==> config.mk <==
export PLATFORM = sky130hd
export DESIGN_NAME = vend_control_fsm
export DESIGN_NICKNAME = d
export VERILOG_FILES = /design/src/rtl/vend_control_fsm.sv
export SDC_FILE = /design/constraint.sdc
export NUM_CORES = 1
export LEC_CHECK = 0
export CAP_MARGIN = 20
export CORE_MARGIN = 2
export CORE_UTILIZATION = 36
export DETAILED_ROUTE_END_ITERATION = 16
export MAX_ROUTING_LAYER = met4
export PLACE_DENSITY = 0.57
export SLEW_MARGIN = 20
export SYNTH_ARGS = -nofsm -noshare
export SYNTH_HDL_FRONTEND = slang
export SYNTH_SLANG_ARGS = --single-unit
==> constraint.sdc <==
create_clock -name clk -period 3.1 [get_ports clk]
set_input_delay 0.62 -clock clk [delete_from_list [all_inputs] [get_ports clk]]
set_output_delay 0.62 -clock clk [all_outputs]
set_load 0.01 [all_outputs]
==> src/rtl/vend_control_fsm.sv <==
// ---------------------------------------------------------------------------
// vend_control_fsm
//
// Transaction controller for the vending machine. It tracks product
// selection, coin credit and the result display. It feeds the 4-digit display
// driver (state code, credit, product ID) and pulses the dispense/change/reject
// mechanism.
//
// Parameters
//   HOLD_CYCLES    : clocks a result state (success / invalid ID / invalid
//                    value) stays on the display before returning to wait
//   TIMEOUT_CYCLES : idle clocks tolerated in the coin state before an
//                    automatic cancel with refund
//   AVAIL_MASK     : bit {row,col} set means that product slot is stocked
//
// Ports
//   clk, rst_n                 : clock, asynchronous active-low reset
//   key_valid, key_row, key_col: keypad key pulse and its position
//   confirm, cancel            : user confirm / abort pulses
//   coin_25, coin_50, coin_100 : coin acceptor pulses (1, 2, 4 units)
//   state                      : display code (000 wait ... 101 invalid value)
//   val_tot                    : credit in R$0.25 units, 0..8
//   row, col                   : latched product ID
//   dispense                   : one-cycle product release pulse
//   change_val, change_pulse   : change amount, valid during the pulse
//   coin_reject                : one-cycle pulse returning the current coin
// ---------------------------------------------------------------------------
module vend_control_fsm #(
    parameter int          HOLD_CYCLES    = 50_000_000,
    parameter int          TIMEOUT_CYCLES = 500_000_000,
    parameter logic [15:0] AVAIL_MASK     = 16'h7FFF
) (
    input  logic       clk,
    input  logic       rst_n,
    input  logic       key_valid,
    input  logic [1:0] key_row,
    input  logic [1:0] key_col,
    input  logic       confirm,
    input  logic       cancel,
    input  logic       coin_25,
    input  logic       coin_50,
    input  logic       coin_100,
    output logic [2:0] state,
    output logic [3:0] val_tot,
    output logic [1:0] row,
    output logic [1:0] col,
    output logic       dispense,
    output logic [3:0] change_val,
    output logic       change_pulse,
    output logic       coin_reject
);

    // Counter widths follow the parameters; the guard keeps a 1-bit counter
    // legal when a parameter is 1.
    localparam int HW = (HOLD_CYCLES > 1) ? $clog2(HOLD_CYCLES) : 1;
    localparam int TW = (TIMEOUT_CYCLES > 1) ? $clog2(TIMEOUT_CYCLES) : 1;
    localparam logic [HW-1:0] HOLD_LAST = HW'(HOLD_CYCLES - 1);
    localparam logic [TW-1:0] TMO_LAST  = TW'(TIMEOUT_CYCLES - 1);

    // The encodings are the display codes, so the state register drives the
    // display port directly.
    typedef enum logic [2:0] {
        ST_WAIT    = 3'b000,
        ST_ID      = 3'b001,
        ST_COIN    = 3'b010,
        ST_SUCCESS = 3'b011,
        ST_INV_ID  = 3'b100,
        ST_INV_VAL = 3'b101
    } state_t;

    state_t          state_q, state_d;
    logic [3:0]      val_d, change_d;
    logic [1:0]      row_d, col_d;
    logic            dispense_d, change_pulse_d, reject_d;
    logic [HW-1:0]   hold_q, hold_d;
    logic [TW-1:0]   tmr_q, tmr_d;

    logic [3:0]      coin_units;
    logic            coin_any;
    logic [4:0]      sum;
    logic [3:0]      price;
    logic            key_ok;

    assign state = state_q;

    // Only one coin is accepted per cycle: the most valuable one wins.
    // sum is one bit wider so overflow past 8 units is visible.
    always_comb begin
        coin_units = 4'd0;
        if (coin_100)
            coin_units = 4'd4;
        else if (coin_50)
            coin_units = 4'd2;
        else if (coin_25)
            coin_units = 4'd1;
        coin_any = coin_25 | coin_50 | coin_100;
        sum      = {1'b0, val_tot} + {1'b0, coin_units};
        key_ok   = AVAIL_MASK[{key_row, key_col}];
    end

    // Price depends only on the latched row: 2, 4, 6 or 8 units.
    always_comb begin
        price = 4'd2;
        case (row)
            2'd0: price = 4'd2;
            2'd1: price = 4'd4;
            2'd2: price = 4'd6;
            2'd3: price = 4'd8;
            default: price = 4'd2;
        endcase
    end

    // Next-state and next-output logic. Pulses default low so each one lasts
    // a single cycle. Both timers default to zero, so they restart whenever
    // their state is entered.
    always_comb begin
        state_d        = state_q;
        val_d          = val_tot;
        row_d          = row;
        col_d          = col;
        dispense_d     = 1'b0;
        change_d       = 4'd0;
        change_pulse_d = 1'b0;
        reject_d       = 1'b0;
        hold_d         = '0;
        tmr_d          = '0;

        case (state_q)
            ST_WAIT: begin
                if (key_valid) begin
                    row_d   = key_row;
                    col_d   = key_col;
                    state_d = key_ok ? ST_ID : ST_INV_ID;
                end
            end

            ST_ID: begin
                if (cancel) begin
                    state_d = ST_WAIT;
                end else if (key_valid) begin
                    row_d   = key_row;
                    col_d   = key_col;
                    state_d = key_ok ? ST_ID : ST_INV_ID;
                end else if (confirm) begin
                    val_d   = 4'd0;
                    state_d = ST_COIN;
                end
            end

            ST_COIN: begin
                if (cancel) begin
                    reject_d       = coin_any;
                    change_d       = val_tot;
                    change_pulse_d = (val_tot != 4'd0);
                    val_d          = 4'd0;
                    state_d        = ST_WAIT;
                end else if (coin_any) begin
                    if (sum > 5'd8) begin
                        reject_d       = 1'b1;
                        change_d       = val_tot;
                        change_pulse_d = (val_tot != 4'd0);
                        state_d        = ST_INV_VAL;
                    end else if (sum >= {1'b0, price}) begin
                        val_d          = sum[3:0];
                        dispense_d     = 1'b1;
                        change_d       = sum[3:0] - price;
                        change_pulse_d = (sum[3:0] != price);
                        state_d        = ST_SUCCESS;
                    end else begin
                        val_d = sum[3:0];
                    end
                end else if (key_valid) begin
                    tmr_d = '0;
                end else if (tmr_q == TMO_LAST) begin
                    change_d       = val_tot;
                    change_pulse_d = (val_tot != 4'd0);
                    val_d          = 4'd0;
                    state_d        = ST_WAIT;
                end else begin
                    tmr_d = tmr_q + 1'b1;
                end
            end

            ST_SUCCESS, ST_INV_ID, ST_INV_VAL: begin
                if (hold_q == HOLD_LAST) begin
                    val_d   = 4'd0;
                    state_d = ST_WAIT;
                end else begin
                    hold_d = hold_q + 1'b1;
                end
            end

            default: begin
                val_d   = 4'd0;
                state_d = ST_WAIT;
            end
        endcase
    end

    // State and registered outputs. Reset drops any transaction in progress
    // without a refund.
    always_ff @(posedge clk or negedge rst_n) begin
        if (!rst_n) begin
            state_q      <= ST_WAIT;
            val_tot      <= 4'd0;
            row          <= 2'd0;
            col          <= 2'd0;
            dispense     <= 1'b0;
            change_val   <= 4'd0;
            change_pulse <= 1'b0;
            coin_reject  <= 1'b0;
            hold_q       <= '0;
            tmr_q        <= '0;
        end else begin
            state_q      <= state_d;
            val_tot      <= val_d;
            row          <= row_d;
            col          <= col_d;
            dispense     <= dispense_d;
            change_val   <= change_d;
            change_pulse <= change_pulse_d;
            coin_reject  <= reject_d;
            hold_q       <= hold_d;
            tmr_q        <= tmr_d;
        end
    end

endmodule

==> flow_summary.yaml <==
drt:
  drt-total-wl_um: 8370
  avgViaCountPerCell: 5.13
  vias: 3094
  wl_per_cell_um: 13.9
  drc: 0
  detail-route-antenna-nets: 0
  drt_iter0_markers: 167
  drt_first_pass_iters: 4
timing:
  worst_slew_pin_slew_ns: 0.926
  period_needed_ns: 2.97
  rsz0062_at_grt: "false"
  finalCritPeriodShare_pct: 95.8
  fin_ws_ns: 0.131
  relSlewSlack_pct: 38.3
  hold_violations: 0
  fin_skew_ns: 0.00549
  fmax_ghz: 0.337
  finalSetupViolations: 0
  final-max-slew-violation-count: 0
floorplan:
  die_w_um: 108
  die_h_um: 108
  boundaryPins: 30
  row_count: 37
  die_area_um2: 11700
  start_util_pct: 37.3
  core_area_um2: 10400
power_and_ir_drop:
  ir_drop_uv: 238
  p_leak_uw: 0.00203
  powerDensity_nw_per_um2: 378
worst_setup_path:
  end_kind: "register"
  r2r_end: "change_val[3]"
  cp-start-kind: "input pin"
  cp.required_ns: 3.37
  critPathMaxFanout: 4
  critical-path-top-delay-family: "adder cells"
  critPathBufInv: 3
  path_cells: "clkdlybuf4s50_1 > nor3b_1 > ha_1 > fa_1 > inv_1 > ha_1 > fa_1 > o21ai_2 > a21o_1 > buf_4 > nand4_1 > a21oi_1"
  cp.arrival_ns: 3.24
  cpMaxStageDelayCell: "fa_1"
  max_stage_delay_ns: 0.52
  worst-r2r-setup-slack_ns: 0.52
  reg2reg_depth: 10
  timing.rr.start: "val_tot[0]"
  critical_path_class: "in2reg"
finish:
  post-route-util_pct: 44.7
  fin_area_um2: 4660
  mostFrequentLayoutCell: "nor2_1"
  antenna_cells: 0
  final_cell_mix: "79 x nor2_1, 73 x dfrtp_1, 32 x nand3_1, 31 x nand2_1, 31 x xor2_1"
  syn_to_final_growth_pct: 19.8
  drive_gt1_share_pct: 10.7
  fin_nets: 487
clock_tree:
  clock-sinks: 73
  cts_tree: "done"
  root_buffer: "clkbuf_8"
  clk_pin_slew_worst_paths_ns: 0.08
  clockBufferDepth: 2
  h-tree-depth: 3
  clk_latency_ns: 0.34
  cts_buffers: 9
placed_design:
  dp_hpwl_um: 5970
  postPlaceCellArea_um2: 4450
  pre_cts_ws_ns: -0.237
  io_buffers: 29
  globalplace.congestion: 0.861
yosys:
  synthesis.nets: 434
  synth_top_area_share_pct: 47.0
  synth_cell_types: 47
  ys_seq_elements: 73
  synthCells: 409
  synth_edf_count: 0
  syn_area_um2: 3890
  yosysWarnings: 0
  synth_area_leaders: "dfrtp_1 47%, nor2_1 7.6%, xor2_1 7.0%"
  synth.largest_area_cell: "dfrtp_1"
  syn_avg_cell_area_um2: 9.51
  synth_top_flop_cell: "dfrtp_1"
  synthArstFlopShare_pct: 100
  synth_seq_area_share_pct: 47.0
global_routing:
  antenna_found_initial: 0
  grt_overflow: 0
  grt_first_pass_wirelength_um: 14500
  grt_pass1_vias: 3095
  grt_util_all_layers_pct: 16.2
  grt_max_degree: 74
min_path:
  hold_path.class: "in2async"
run_status:
  status: "finished, final reports clean"
flow_run:
  maxCapViolations: 0
flip-flops by register name, indices dropped and copies added, names as in the netlist:
signal	cells
state	3
change_val	4
coin_reject	1
change_pulse	1
tmr_q	29
val_tot	4
col	2
hold_q	26
row	2
dispense	1
worst register-to-register path, cell delays in order, from the launching register on:
cell and delay, ns:
dfrtp_1 0.42, ha_1 0.25, fa_1 0.52, inv_1 0.06, ha_1 0.20, fa_1 0.40
o21ai_2 0.09, a21o_1 0.19, buf_4 0.13, nand4_1 0.08, a21oi_1 0.16
cells in the mapped netlist, types with 2 or more instances:
cell type	number
nor2_1	79
dfrtp_1	73
nand3_1	32
nand2_1	31
xor2_1	31
xnor2_1	20
nand4_1	15
inv_1	14
ha_1	11
a21oi_1	10
and3_1	10
nor3_1	9
clkbuf_1	7
o21ai_0	7
or3_1	6
mux2_2	5
nor4_1	5
and4_1	4
and2_1	3
o22ai_1	3
a211oi_1	2
a21o_1	2
fa_1	2
mux2_4	2
mux2i_1	2
nor4b_1	2
or2_2	2
per-stage QoR:
step                TNS [ns]  hold WS, ns  std cells  total power [uW]
floorplan                  0        0.324        409               997
global placement      -0.954        0.471        585              1050
detailed placement     -1.70        0.488        585              1050
CTS                        0        0.440        601              1790
global route               0        0.495        603              1840
finish                     0        0.415        603              1760
timing repair:
action	CTS	global route
setup buffers	0	2
endpoints found under the setup margin	0	4
hold buffers	0	0
resized for setup	0	2
how the worst max path moves through the flow:
| stage | slack [ns] | end | depth (start not counted) | startpoint |
|---|---|---|---|---|
| 5_1_grt | 0.04 | state[0] | 11 | coin_50 |
| 6_report | 0.13 | change_val[3] | 12 | coin_25 |
| 3_5_place_dp | -0.24 | change_pulse | 12 | coin_25 |
| 4_1_cts | 0.12 | change_pulse | 12 | coin_25 |
| 3_3_place_gp | -0.16 | change_pulse | 12 | coin_25 |
| 2_1_floorplan | 0.24 | change_pulse | 12 | coin_25 |
kinds of logic after synthesis:
group | count (synthesis) | share of synthesized area (%)
flops | 73 | 47.0
fa+ha+maj | 13 | 4.57
buf+inv | 22 | 2.32
simple gates | 204 | 25.2
mux | 9 | 2.73
compound gates | 37 | 6.72
xor+xnor | 51 | 11.5
layout make-up:
class / count / area, um2
inverter: 14 / 52.6
fill: 1032 / 5760
tap: 136 / 170
multi-input combinational: 314 / 1980
sequential: 73 / 1830
clock inverter: 5 / 56.3
timing repair buffer: 50 / 445
clock buffer: 11 / 131
routing by layer:
| metal | wire length (um) | global-route usage (%) | up-vias |
|---|---|---|---|
| met5 | 0 | - | - |
| met4 | 108 | 6.50 | 0 |
| met3 | 307 | 2.83 | 9 |
| met2 | 3860 | 24.0 | 57 |
| met1 | 4090 | 22.1 | 1500 |
| li1 | - | - | 1528 |
power by group:
| part | internal (uW) | switching [uW] |
|---|---|---|
| Sequential | 951 | 0 |
| Combinational | 33.2 | 45.9 |
| Clock | 371 | 358 |
| Total | 1360 | 404 |
No activity file was read; power rests on OpenSTA's default activity.
